## src/rtl/alias_pkg.sv

```systemverilog
// Shared types and helpers for the alias_hub block.
// Arbitration mode enum and index-width helper.
package alias_pkg;

  typedef enum logic {
    ALIAS_RR,
    ALIAS_FIXED
  } alias_arb_e;

  // Index width; never below 1 so single-bit fields stay legal.
  function automatic int idx_w(input int n);
    return (n > 2) ? $clog2(n) : 1;
  endfunction

endpackage

```

## src/rtl/alias_rr_arbiter.sv

```systemverilog
// Round-robin or fixed-priority arbiter.
// Ports: req/ptr in; one-hot gnt, gnt_idx, any out.
module alias_rr_arbiter
  import alias_pkg::*;
#(
  parameter int         N    = 3,
  parameter alias_arb_e MODE = ALIAS_RR,
  localparam int        IW   = idx_w(N)
) (
  input  logic [N-1:0]  req,
  input  logic [IW-1:0] ptr,
  output logic [N-1:0]  gnt,
  output logic [IW-1:0] gnt_idx,
  output logic          any
);

  int unsigned   idx;
  logic [IW-1:0] sel;
  logic          found;

  // Scan N slots starting at ptr (RR) or 0 (fixed);
  // the first requester seen wins.
  always_comb begin
    gnt     = '0;
    gnt_idx = '0;
    found   = 1'b0;
    idx     = 0;
    sel     = '0;
    for (int k = 0; k < N; k++) begin
      idx = (MODE == ALIAS_RR)
          ? (int'(ptr) + k) % N
          : k;
      sel = IW'(idx);
      if (!found && req[sel]) begin
        found    = 1'b1;
        gnt[sel] = 1'b1;
        gnt_idx  = sel;
      end
    end
  end

  assign any = |req;

endmodule

```

## src/rtl/alias_hub.sv

```systemverilog
// N-channel shared-value register with arbitrated writes.
// Ports: clk, rst_n, wr_*, lock in; rd_data, upd*, collisions out.
module alias_hub
  import alias_pkg::*;
#(
  parameter int               WIDTH     = 32,
  parameter int               CHANNELS  = 3,
  parameter logic [WIDTH-1:0] RESET_VAL = WIDTH'(32'hdeadbeef),
  parameter alias_arb_e       ARB_MODE  = ALIAS_RR,
  parameter int               CNT_W     = 8,
  localparam int              IW        = idx_w(CHANNELS)
) (
  input  logic                      clk,
  input  logic                      rst_n,
  input  logic [CHANNELS-1:0]       wr_valid,
  input  logic [CHANNELS*WIDTH-1:0] wr_data,
  output logic [CHANNELS-1:0]       wr_grant,
  input  logic                      lock,
  output logic [CHANNELS*WIDTH-1:0] rd_data,
  output logic                      upd,
  output logic [IW-1:0]             upd_src,
  output logic [CNT_W-1:0]          collisions
);

  logic [WIDTH-1:0]    shared_q, shared_d;
  logic [IW-1:0]       src_q, src_d;
  logic [IW-1:0]       ptr_q, ptr_d;
  logic                upd_q, upd_d;
  logic [CNT_W-1:0]    coll_q, coll_d;
  logic [CHANNELS-1:0] elig;
  logic [IW-1:0]       gnt_idx;
  logic                gnt_any;

  // lock gates requests combinationally: same-cycle effect.
  assign elig = lock ? '0 : wr_valid;

  alias_rr_arbiter #(
    .N    (CHANNELS),
    .MODE (ARB_MODE)
  ) u_arb (
    .req     (elig),
    .ptr     (ptr_q),
    .gnt     (wr_grant),
    .gnt_idx (gnt_idx),
    .any     (gnt_any)
  );

  always_comb begin
    shared_d = shared_q;
    src_d    = src_q;
    ptr_d    = ptr_q;
    upd_d    = 1'b0;
    coll_d   = coll_q;
    for (int c = 0; c < CHANNELS; c++) begin
      if (wr_grant[c]) begin
        shared_d = wr_data[c*WIDTH +: WIDTH];
      end
    end
    if (gnt_any) begin
      src_d = gnt_idx;
      upd_d = 1'b1;
      ptr_d = (gnt_idx == IW'(CHANNELS - 1))
            ? '0
            : gnt_idx + 1'b1;
    end
    // Saturating: holds at all-ones.
    if ($countones(elig) > 1 && coll_q != '1) begin
      coll_d = coll_q + 1'b1;
    end
  end

  always_ff @(posedge clk or negedge rst_n) begin
    if (!rst_n) begin
      shared_q <= RESET_VAL;
      src_q    <= '0;
      ptr_q    <= '0;
      upd_q    <= 1'b0;
      coll_q   <= '0;
    end else begin
      shared_q <= shared_d;
      src_q    <= src_d;
      ptr_q    <= ptr_d;
      upd_q    <= upd_d;
      coll_q   <= coll_d;
    end
  end

  assign rd_data    = {CHANNELS{shared_q}};
  assign upd        = upd_q;
  assign upd_src    = src_q;
  assign collisions = coll_q;

endmodule

```

## config.mk

```make
export PLATFORM = sky130hd
export DESIGN_NAME = alias_hub
export DESIGN_NICKNAME = d
export VERILOG_FILES = /design/src/rtl/alias_pkg.sv /design/src/rtl/alias_rr_arbiter.sv /design/src/rtl/alias_hub.sv
export SDC_FILE = /design/constraint.sdc
export NUM_CORES = 1
export LEC_CHECK = 0
export CAP_MARGIN = 10
export CORE_MARGIN = 2
export CORE_UTILIZATION = 41
export CTS_BUF_LIST = sky130_fd_sc_hd__clkbuf_8 sky130_fd_sc_hd__clkbuf_16
export DETAILED_ROUTE_END_ITERATION = 16
export PLACE_DENSITY = 0.84
export SLEW_MARGIN = 20
export SYNTH_ARGS = -nofsm -noshare
export SYNTH_HDL_FRONTEND = slang
export SYNTH_SLANG_ARGS = --single-unit
```

## constraint.sdc

```tcl
create_clock -name clk -period 7.86 [get_ports clk]
set_clock_uncertainty 0.2 [all_clocks]
set_input_delay 1.572 -clock clk [delete_from_list [all_inputs] [get_ports clk]]
set_output_delay 1.572 -clock clk [all_outputs]
set_load 0.005 [all_outputs]
```

* After elaboration in Yosys (flattened, before gate mapping)
Index checks and enable logic that the tools add are counted.
Word-level totals: bits in registers 45, output and inout bits 110, input port bits 102, word-level logic and storage cells 61
Operators by class: reductions and logical operators 10, order comparisons 7, add/subtract/negate cells 6, div/mod/pow operators 3, equal/unequal tests 2, bitwise operators 2, muxes and demuxes 26
Operators with widths (count):
- 32-bit two-way mux | 3
- 32-bit by 3-bit modulo with 32-bit output, second input constant | 2
- 3-bit by 3-bit modulo with 32-bit output, second input constant | 1
- 3-bit two-way mux | 4
- 2-bit by 3-bit less-than comparator with 1-bit output, second input constant | 3
- 1-bit two-way mux | 9
- 8-bit by 1-bit adder with 8-bit output, second input constant | 1
- 2-bit two-way mux | 4
- 8-bit != test, second input constant | 1
- 1-bit binary-select mux with 2-bit select | 3
- 1-bit demux with 2-bit select | 3
- 2-bit by 1-bit greater-or-equal comparator with 1-bit output, second input constant | 3
- 1-bit logical AND | 6
- 3-bit OR | 2
- 2-bit by 1-bit adder with 3-bit output | 1
- 2-bit by 1-bit adder with 3-bit output, second input constant | 1
- 2-bit by 2-bit adder with 3-bit output, second input constant | 1
- 3-bit by 1-bit greater-than comparator with 1-bit output, second input constant | 1
- 3-bit nonzero test | 1
- 3-bit OR reduction | 1
- 1-bit by 1-bit adder with 2-bit output | 1
- 2-bit by 1-bit adder with 2-bit output, second input constant | 1
- 2-bit == test, second input constant | 1
- 1-bit logical NOT | 2

* Longest topological paths before layout
Gate-level depths: netlist (run 1).
word-level depth 13, depth in mapped cells 11, gate-level depth less buffers 8

* By module
Synthesis (run 1) repeated with hierarchy kept, for this count alone.
Unflattened totals: cells, all modules 371, area total of the unflattened synthesis 3226.8 um^2
Modules (own cells, without submodules):
- alias_hub | area each 2954.1 um^2, cells an instance 332, times used 1
- alias_rr_arbiter | area each 272.8 um^2, cells an instance 39, times used 1

* Worst setup path before layout (run 1)
No wires, ideal clock.
path type input port to output port, start in wr_valid[1], end out wr_grant[2], stages 8, arrival 3.027 ns, buffers on the path 3, slack 3.061 ns, path through buf_2 mux2i_1 o31a_1 o32a_4 and2_4 buf_6 clkbuf_1 inv_1
On the way: longest elaborated chain between the ends 10, elaborated cells between the ends (all ways) 18, those cells by class 12 x mux; 2 x bitwise; 4 x reduce/logical
RTL lines:
- start, declared | line alias_hub.sv:15 | input logic [CHANNELS-1:0] wr_valid,
- 3-bit two-way mux * | line alias_hub.sv:35 | assign elig = lock ? '0 : wr_valid;
- 1-bit binary-select mux with 2-bit select | line alias_rr_arbiter.sv:34 | if (!found && req[sel]) begin
- 1-bit two-way mux (not written as such) | line alias_rr_arbiter.sv:34
- 1-bit two-way mux | line alias_rr_arbiter.sv:34
- 1-bit logical NOT | line alias_rr_arbiter.sv:34
- 1-bit logical AND | line alias_rr_arbiter.sv:34
- 1-bit two-way mux | line alias_rr_arbiter.sv:34
- 1-bit logical NOT | line alias_rr_arbiter.sv:34
- 1-bit logical AND | line alias_rr_arbiter.sv:34
- 3-bit two-way mux * | line alias_rr_arbiter.sv:34
- end, declared | line alias_hub.sv:17 | output logic [CHANNELS-1:0] wr_grant,
Every way passes the cells marked *; elsewhere a longest branch is shown, timed or not. The select of a mux whose other input is x is not followed.

* Final worst setup path (run 1)
start in lock, end out wr_grant[2]
On the way: longest elaborated chain between the ends 10, elaborated cells between the ends (all ways) 18, those cells by class 12 x mux; 2 x bitwise; 4 x reduce/logical
RTL lines:
- start, declared | line alias_hub.sv:18 | input logic lock,
- 3-bit two-way mux * | line alias_hub.sv:35
- 1-bit binary-select mux with 2-bit select | line alias_rr_arbiter.sv:34
- 1-bit two-way mux (not written as such) | line alias_rr_arbiter.sv:34
- 1-bit two-way mux | line alias_rr_arbiter.sv:34
- 1-bit logical NOT | line alias_rr_arbiter.sv:34
- 1-bit logical AND | line alias_rr_arbiter.sv:34
- 1-bit two-way mux | line alias_rr_arbiter.sv:34
- 1-bit logical NOT | line alias_rr_arbiter.sv:34
- 1-bit logical AND | line alias_rr_arbiter.sv:34
- 3-bit two-way mux * | line alias_rr_arbiter.sv:34
Marks and branches as above.

==> results of run 1 <==
## synth_stat cells (all sizes together)
| master | n | share of area |
|---|---|---|
| o221a | 1 | 0.0033 |
| nor3 | 1 | 0.0015 |
| o2111ai | 1 | 0.0026 |
| nor2 | 6 | 0.0066 |
| nor2b | 3 | 0.0055 |
| a21o | 3 | 0.0066 |
| o311ai | 1 | 0.0077 |
| nand4 | 5 | 0.0092 |
| xnor2 | 4 | 0.010 |
| mux2i | 37 | 0.11 |
| o21ai | 4 | 0.0059 |
| clkbuf | 4 | 0.0044 |
| and3 | 2 | 0.0037 |
| o31ai | 3 | 0.0066 |
| nand3b | 2 | 0.0044 |
| or3 | 1 | 0.0018 |
| ha | 6 | 0.022 |
| dfrtp | 21 | 0.15 |
| o31a | 2 | 0.0051 |
| or3b | 1 | 0.0026 |
| nand4b | 2 | 0.0096 |
| a22o | 32 | 0.082 |
| nor3b | 1 | 0.0022 |
| nor4bb | 1 | 0.0029 |
| nand3 | 2 | 0.0029 |
| xor2 | 3 | 0.0077 |
| and2 | 1 | 0.0026 |
| o32a | 1 | 0.0066 |
| dfstp | 24 | 0.19 |
| nand2 | 41 | 0.045 |
| mux2 | 1 | 0.0033 |
| nand4bb | 2 | 0.0066 |
| o21a | 32 | 0.071 |
| inv | 7 | 0.0077 |
| a21oi | 3 | 0.0044 |
| o22ai | 1 | 0.0018 |
| buf | 82 | 0.18 |
| o32ai | 1 | 0.0026 |
| and4b | 1 | 0.0029 |
## state kept, by name (all words and copies together), names as in the netlist
name,count
ptr_q,2
collisions,8
shared_q,32
upd_src,2
upd,1
## power by group through the flow
stage	registers [mW]	clock network [mW]	logic [mW]
4_1_cts	0.518	0.152	1.41
5_1_grt	0.537	0.161	1.51
3_5_place_dp	0.520	0	1.40
2_1_floorplan	0.500	0	0.952
3_3_place_gp	0.514	0	1.36
6_report	0.517	0.146	1.39
## cell families after synthesis
family / share of synthesized area
xor gates and xnor gates: 0.0180
DFF: 0.340
adders and majority gates: 0.0221
AOI/OAI and AO/OA: 0.206
muxes: 0.112
buffers and inverters: 0.192
and+or+nand+nor: 0.110
## cell type report
type	count	area (um2)	share of cell area
Inverter	7	26.3	0.00513
Tap cell	105	131	0.0256
Timing Repair Buffer	213	2120	0.415
Sequential cell	45	1160	0.226
Multi-Input combinational cell	208	1600	0.311
Clock inverter	3	22.5	0.00439
Clock buffer	5	68.8	0.0134
## metrics by stage
| stage | instances | util | hold WS (ns) | instance area, um2 |
|---|---|---|---|---|
| finish | 586 | 0.630 | 0.296 | 5120 |
| detailed placement | 578 | 0.619 | 0.272 | 5030 |
| global route | 586 | 0.630 | 0.318 | 5120 |
| CTS | 586 | 0.630 | 0.296 | 5120 |
| floorplan | 346 | - | 0.274 | 3400 |
| global placement | 578 | 0.619 | 0.265 | 5030 |
## critical path: cells and delay by family
family                 cells  cell delay [ns]
AOI/OAI and AO/OA          2             0.45
buffers and inverters      3             1.33
and+or+nand+nor            2             0.81
## per-layer routing
layer  up-vias  routed length, um  GRT usage
li1       1429                  -          -
met2       133               5040      0.358
met5         -                  0          0
met3        14                698     0.0419
met4         0                191     0.0495
met1      1463               4000      0.255
## worst max-delay path by stage
stage                            from          end  slack, ns  cells past startpoint
final                            lock  wr_grant[2]       1.88                      7
after global routing             lock  wr_grant[2]       1.74                      7
after CTS                        lock  wr_grant[2]       1.91                      7
after detailed placement         lock  wr_grant[2]       1.93                      7
after global placement           lock  wr_grant[2]       1.99                      7
after floorplan           wr_valid[1]  wr_grant[2]       3.06                      8
==> flow_metrics.tcl, run 1 <==
set metrics [dict create \
    antenna_found_initial 0 \
    wire_per_inst_um 17.0 \
    cts_buffers 5 \
    reg2regPathDepth 9 \
    synth_warnings 0 \
    power_density_nw_per_um2 401 \
    ant_nets 0 \
    cts_tree "done" \
    tns_ns 0 \
    ys_seq_area_frac 0.340 \
    overflow 0 \
    dieWidth_um 95.1 \
    ys_seq_elements 45 \
    final_hold_viol_count 0 \
    drt-total-wl_mm 9.94 \
    io_buffers 211 \
    final_layout_size_suffix_gt1_frac 0.0852 \
    min_to "upd_src[1]" \
    synth_area_um2 3400 \
    cpMostUsedCell "clkdlybuf4s50_1" \
    dr.pass1.iters 5 \
    power_mw 2.05 \
    switching_share 0.367 \
    slowest_stage "clkdlybuf4s50_1" \
    pwr-share-clk 0.071 \
    die-area_um2 9040 \
    timing.rr.start "ptr_q[1]" \
    n_antenna_cell 0 \
    rsz0062_at_grt "false" \
    critPathLaunchType "primary input" \
    clock.fmax_mhz 167 \
    layout_common_cells "clkdlybuf4s50_1, nand2_1, mux2i_1, o21a_1, a22o_1" \
    n_fill_cell 668 \
    final_common_cell "clkdlybuf4s50_1" \
    switchingPower_mw 0.754 \
    cp.arrival_ns 4.20 \
    drv_slew 0 \
    root_buffer "clkbuf_8" \
    min_from "upd_src[1]" \
    slew_headroom 0.514 \
    core_um2 8130 \
    grt_max_degree 66 \
    worst_slack_ns 1.88 \
    setup_viol 0 \
    worstPathCellList "clkdlybuf4s50_1 > nand4bb_1 > o31a_1 > o32a_4 > and2_4 > inv_1 > clkdlybuf4s50_1" \
    syn_to_final_growth_pct 50.6 \
    r2r_slack_ns 4.09 \
    worst_slew_pin_slew_ns 0.723 \
    max_cap_viol_count 0 \
    syn_nets 454 \
    syn_area_per_cell_um2 9.84 \
    intPower_mw 1.30 \
    outcome "completed" \
    grtUsageTotal 0.203 \
    dp_hpwl_mm 7.53 \
    combPwrFrac 0.677 \
    core.rowCount 33 \
    nets 588 \
    numClockSinks 45 \
    hold_buffers 0 \
    gp_congestion 0.812 \
    max-vdd-ir-drop_v 0.000224 \
    netlist_instances 346 \
    whs_path_depth 1 \
    crit_fanout 65 \
    leakagePower_nw 2.07 \
    vias_per_cell 5.19 \
    hp-class "reg -> reg" \
    post_cts_buffers 0 \
    critPathCaptureType "output pin" \
    pre_cts_ws_ns 1.93 \
    seqPwrFrac 0.252 \
    htree_num_levels 2 \
    num_vias 3039 \
    grt_pass1_wl_mm 14.6 \
    r2r-end "shared_q[4]" \
    critPathMaxStageDelay_ns 0.77 \
    min_period_ns 5.98 \
    ys_types 43 \
    finalCritPeriodShare 0.760 \
    fp.dieH_um 95.1 \
    initial_core_util 0.418 \
    cts_max_path_buffers 2 \
    worst-setup-path-type "in -> out" \
    grt_pass1_vias 2855 \
    ios 212 \
    cts.repair.resized 0 \
    clkSlewWorstSetupHoldPaths_ns 0.08 \
    worst_ep_required_time_ns 6.09 \
    insertion_delay_ns 0.30 \
    drc_errors 0 \
    drtIter0Drc 76 \
]
Power figures use the tool's default switching activity.
==> run 2, diff against run 1 <==
--- a/config.mk
+++ b/config.mk
@@ -7,10 +7,10 @@
 export LEC_CHECK = 0
 export CAP_MARGIN = 10
 export CORE_MARGIN = 2
-export CORE_UTILIZATION = 41
+export CORE_UTILIZATION = 38
 export CTS_BUF_LIST = sky130_fd_sc_hd__clkbuf_8 sky130_fd_sc_hd__clkbuf_16
 export DETAILED_ROUTE_END_ITERATION = 16
-export PLACE_DENSITY = 0.84
+export PLACE_DENSITY = 0.79
 export SLEW_MARGIN = 20
 export SYNTH_ARGS = -nofsm -noshare
 export SYNTH_HDL_FRONTEND = slang
==> constraint.sdc (replaced) <==
create_clock -name clk -period 5.89 [get_ports clk]
set_clock_uncertainty 0.2 [all_clocks]
set_input_delay 1.178 -clock clk [delete_from_list [all_inputs] [get_ports clk]]
set_output_delay 1.178 -clock clk [all_outputs]
set_load 0.005 [all_outputs]
==> run 2 against run 1 <==
First-iteration DRC count is 36% lower. Critical path depth stayed put. Via count is 1.3% lower. Total power is 33% higher. Sequential cell count stayed put. Largest cell class unchanged. Hold slack worse by 0.016 ns.
==> flow_metrics.tcl, run 2 (synthesized netlist as in run 1, its figures left out) <==
set metrics [dict create \
    overflow 0 \
    grtUsageTotal 0.195 \
    cpMostUsedCell "clkdlybuf4s50_1" \
    worst-setup-path-type "in -> out" \
    wire_per_inst_um 16.7 \
    drc_errors 0 \
    pre_cts_ws_ns 0.748 \
    htree_num_levels 2 \
    timing.hold.ws_ns 0.280 \
    dieWidth_um 98.6 \
    cp_num_buf_inv 3 \
    core.rowCount 34 \
    power_density_nw_per_um2 533 \
    gp_congestion 0.756 \
    max-vdd-ir-drop_v 0.000286 \
    final_layout_size_suffix_gt1_frac 0.0811 \
    clock.fmax_mhz 195 \
    leakagePower_nw 2.08 \
    seq_area_um2 1160 \
    critPathMaxStageDelay_ns 0.75 \
    final_common_cell "clkdlybuf4s50_1" \
    critPathLaunchType "primary input" \
    worst_ep_required_time_ns 4.51 \
    die-area_um2 9730 \
    critPathTopFamily "buffers and inverters" \
    crit_fanout 65 \
    max_cap_viol_count 0 \
    root_buffer "clkbuf_8" \
    setup_viol 0 \
    multiInputGateArea_um2 1600 \
    core_um2 8720 \
    grt_max_degree 66 \
    tns_ns 0 \
    slowest_stage "clkdlybuf4s50_1" \
    critPathCaptureType "output pin" \
    clkSlewWorstSetupHoldPaths_ns 0.08 \
    slew_headroom 0.504 \
    cts_buffers 5 \
    fp.dieH_um 98.6 \
    power_mw 2.73 \
    layout_common_cells "clkdlybuf4s50_1, nand2_1, mux2i_1, o21a_1, a22o_1" \
    initial_core_util 0.390 \
    io_buffers 211 \
    grt_pass1_vias 2993 \
    min_period_ns 5.13 \
    largest_reg_flops 32 \
    num_vias 3001 \
    finalCritPeriodShare 0.871 \
    final_hold_viol_count 0 \
    ant_nets 0 \
    worst_slack_ns 0.760 \
    cts_max_path_buffers 2 \
    syn_to_final_growth_pct 50.7 \
    insertion_delay_ns 0.29 \
    vias_per_cell 5.10 \
    worstPathCellList "clkdlybuf4s50_1 > nand4bb_1 > o31a_1 > o32a_4 > and2_4 > inv_1 > clkdlybuf4s50_1" \
    n_antenna_cell 0 \
    regMostFlops "shared_q" \
    drt-total-wl_mm 9.85 \
    nets 588 \
    hold_buffers 0 \
    dp_hpwl_mm 7.51 \
    rsz0062_at_grt "false" \
    dr.pass1.iters 4 \
    post_cts_buffers 0 \
    hp-class "reg -> reg" \
    ios 212 \
    drtIter0Drc 49 \
    cts_tree "done" \
    grt_pass1_wl_mm 15.4 \
    outcome "completed" \
    drv_slew 0 \
    antenna_found_initial 0 \
    n_fill_cell 742 \
    worst_slew_pin_slew_ns 0.738 \
    cts.repair.resized 0 \
    cp.arrival_ns 3.75 \
    numClockSinks 45 \
]
[run 2: metrics by stage]
step,utilization,cells,instance area [um2]
floorplan,-,346,3400
global placement,0.577,581,5030
detailed placement,0.577,581,5030
CTS,0.588,589,5120
global route,0.588,589,5130
finish,0.588,589,5130
[run 2: metal layers]
metal	up-vias	global-route usage	wire (um)
met1	1433	0.248	4100
met4	0	0.0474	140
met3	11	0.0348	529
met5	-	0	0
li1	1431	-	-
met2	126	0.344	5080
[run 2: path summary, 6_finish.rpt]
check / startpoint / to / slack [ns] / depth (start not counted)
min in group asynchronous: rst_n / shared_q[14] / 0.67 / 1
max in group asynchronous: rst_n / shared_q[25] / 4.43 / 1
min reg2reg: upd_src[1] / upd_src[1] / 0.28 / 1
max: lock / wr_grant[2] / 0.76 / 7
min: upd_src[1] / upd_src[1] / 0.28 / 1
max reg2reg: ptr_q[1] / shared_q[4] / 2.18 / 9
[run 2: layout make-up]
type | count | area share
repair buffers | 213 | 0.414
multi-input cells | 208 | 0.311
flip-flops and latches | 45 | 0.225
well taps | 108 | 0.0264
clock buffers | 6 | 0.0161
inverters | 7 | 0.00512
clock inverters | 2 | 0.00146
[run 2: report_power, final]
part / switching (mW) / leakage [nW] / internal (mW)
clock network: 0.104 / 0.0538 / 0.0924
logic: 0.724 / 1.51 / 1.12
registers: 0.165 / 0.515 / 0.527
total: 0.993 / 2.08 / 1.74
==> variant, RTL diff (config.mk and constraints of run 2) <==
`WIDTH`: 32 -> 64.
--- a/src/rtl/alias_hub.sv
+++ b/src/rtl/alias_hub.sv
@@ -3,7 +3,7 @@
 module alias_hub
   import alias_pkg::*;
 #(
-  parameter int               WIDTH     = 32,
+  parameter int               WIDTH     = 64,
   parameter int               CHANNELS  = 3,
   parameter logic [WIDTH-1:0] RESET_VAL = WIDTH'(32'hdeadbeef),
   parameter alias_arb_e       ARB_MODE  = ALIAS_RR,
Ports: changed (resized rd_data and wr_data); port bits go from 212 to 404. The function was not compared with the original's and may differ.
==> variant against run 2 <==
Synthesized area rose by 95%. Maximum frequency grew 7.6%. Routed wire length is 89% higher. Setup slack gained 360 ps. Design area up 97%. Power is 100% higher. Sequential cell count is 32 higher. Sequential power grew 75%. Via count increased by 56%. Critical path type unchanged. Critical endpoint is now wr_grant[0]. Highest routed layer unchanged.
==> variant: results (changes against run 2) <==
Parameter                              Value

Yosys
  Proportion of synthesized chip area in sequential cells ... 29.5% (-4.5 points)
  Commonest cells in the netlist ... mux2_4 (180), buf_4 (131), dfrtp_1 (53)
  Post-synthesis compound-gate area fraction ... 2.77% (-18 points)
  Share of the synthesized netlist area taken by xor and xnor gates ... 0.923% (-0.88 points)
  Yosys synthesis warning count ... 0 (unchanged)
  Post-synthesis cell count ... 506 (+46%)
  Adder-cell share of the synthesized area ... 1.13% (-1.1 points)
  Synth top area cells ... mux2_4 (41%), dfrtp_1 (20%), buf_4 (15%)
  Most instantiated flip-flop cell in the synthesis netlist ... dfrtp_1
  Multiplexer area fraction after synthesis ... 43.3% (+32 points)
  Async set or reset register ratio after synthesis ... 100% (unchanged)
  Synthesized Nets ... 710 (+56%)
  Cell variety after synth ... 44 (+2.3%)

Clock tree
  Number of setup buffers added after CTS ... 0 (unchanged)
  Number of levels in the clock H-tree ... 3 (+1)
  CTS hold repair buffers ... 0 (unchanged)
  Cell chosen for the clock root ... clkbuf_16
  Max Root-Sink Buffers ... 2 (unchanged)
  Number of buffers created by CTS ... 9 (+4)
  CTS clk-pin slew, worst paths ... 60 ps (-20 ps)
  Number of resized instances in the post-cts repair step ... 0 (unchanged)
  Clock latency on the worst-skew pair ... 330 ps (+40 ps)

GRT
  Pin count of the biggest net entering global routing ... 78 (+18%)
  Congestion Overflow GR ... 0 (unchanged)
  Number of global-route vias before repair ... 4,663 (+56%)
  Antenna violations before repair ... 2 (+2)
  Global router's overall resource usage ... 18.9% (-0.60 points)
  Wire length of the first global-routing pass ... 26.5 mm (+72%)

Route
  Routed length per placed instance ... 18.5 µm (+11%)
  Vias per std cell ... 4.65 (-8.7%)
  DRT Pass-1 Iters ... 4 (unchanged)
  Iter 0 DRT Violations ... 144 (+190%)
  Total length of routed wires ... 18.6 mm (+89%)

Worst setup path
  Slowest stage cell, crit path ... clkdlybuf4s50_1
  Data arrival time of the worst path ... 3390 ps (-360 ps)
  Max Fanout on Critical Path ... 13 (-80%)
  Critical path's largest stage delay ... 640 ps (-110 ps)

Timing
  Transition at the pin with the smallest max-transition slack ... 776 ps (+38.9 ps)

Cells and area
  Fraction of final layout cells with drive strength greater than 1 ... 30.8% (+23 points)
  Register with the most flip-flops ... shared_q
  Layout fillers ... 1,418 (+91%)
  Final #Nets ... 977 (+66%)
  Flip-flop count of the largest register, all copies and words added ... 64 (+100%)

Run status
  Outcome ... finished clean

Pwr
  Power in combinational cells ... 3.70 mW (+100%)
  Sw power ... 1.68 mW (+69%)
  Total sequential power ... 1.21 mW (+75%)
  Max VDD drop ... 0.524 mV (+83%)
  Leakage ... 4.58 nW (+120%)

Worst hold path
  Type of the worst min-delay path ... reg -> reg

Placement
  Post-placement cell area ... 9770 µm² (+94%)
  Post-DP HPWL ... 14.6 mm (+95%)
  Count of input and output buffers ... 403 (+91%)
  Dpl ws ... 1140 ps (+389 ps)
  RePlAce Congestion ... 0.809 (+7.0%)
  Instance count after placement with tap cells included ... 987 (+70%)
variant: changes by cell type after synthesis, sizes merged, moves of 4 or more:
| cell | before | now |
|---|---|---|
| a22o | 32 | 0 |
| buf | 82 | 153 |
| clkbuf | 4 | 0 |
| dfrtp | 21 | 53 |
| mux2 | 1 | 193 |
| mux2i | 37 | 3 |
| nand2 | 41 | 8 |
| nor2 | 6 | 11 |
| o21a | 32 | 0 |
variant: area by class of cell:
class	count	area [µm²]	area share (%)
clock buffer	10	239	2.36
tap	225	282	2.78
sequential	77	1960	19.3
timing repair buffer	409	4080	40.3
inverter	7	26.3	0.260
multi-input combinational	269	3420	33.9
clock inverter	6	103	1.01
antenna	2	5.00	0.0495
variant: cells by family after synthesis:
family,after synthesis
mux,196
buf+inv,160
flops,77
simple gates,39
compound gates,21
xor+xnor,7
fa+ha+maj,6
variant: metrics by stage:
stage	power (mW)	hold WS, ps
after floorplan	3.82	274
after detailed placement	4.94	276
after global routing	5.85	317
after CTS	5.61	289
after global placement	4.88	263
final	5.54	284
variant: path summary, 6_finish.rpt:
check	startpoint	end	slack, ps	depth (start not counted)
max reg2reg	ptr_q[0]	shared_q[51]	1990	10
max in group asynchronous	rst_n	collisions[5]	4270	1
max	lock	wr_grant[0]	1120	7
min reg2reg	upd_src[1]	upd_src[1]	280	1
min in group asynchronous	rst_n	shared_q[49]	670	1
min	upd_src[1]	upd_src[1]	280	1
variant: metal layers:
metal  wire, µm  up-vias  GRT usage (%)
met5          0        -              0
met4        236        0           6.08
met3       1280       14           4.18
met2       9840      237           33.9
met1       7230     2256           22.2
li1           -     2167              -
variant: worst max-delay path: cells and delay by family:
kind / cells / cell delay, ps
buffers and inverters: 2 / 1170
and+or+nand+nor: 3 / 630
AOI/OAI and AO/OA: 2 / 400
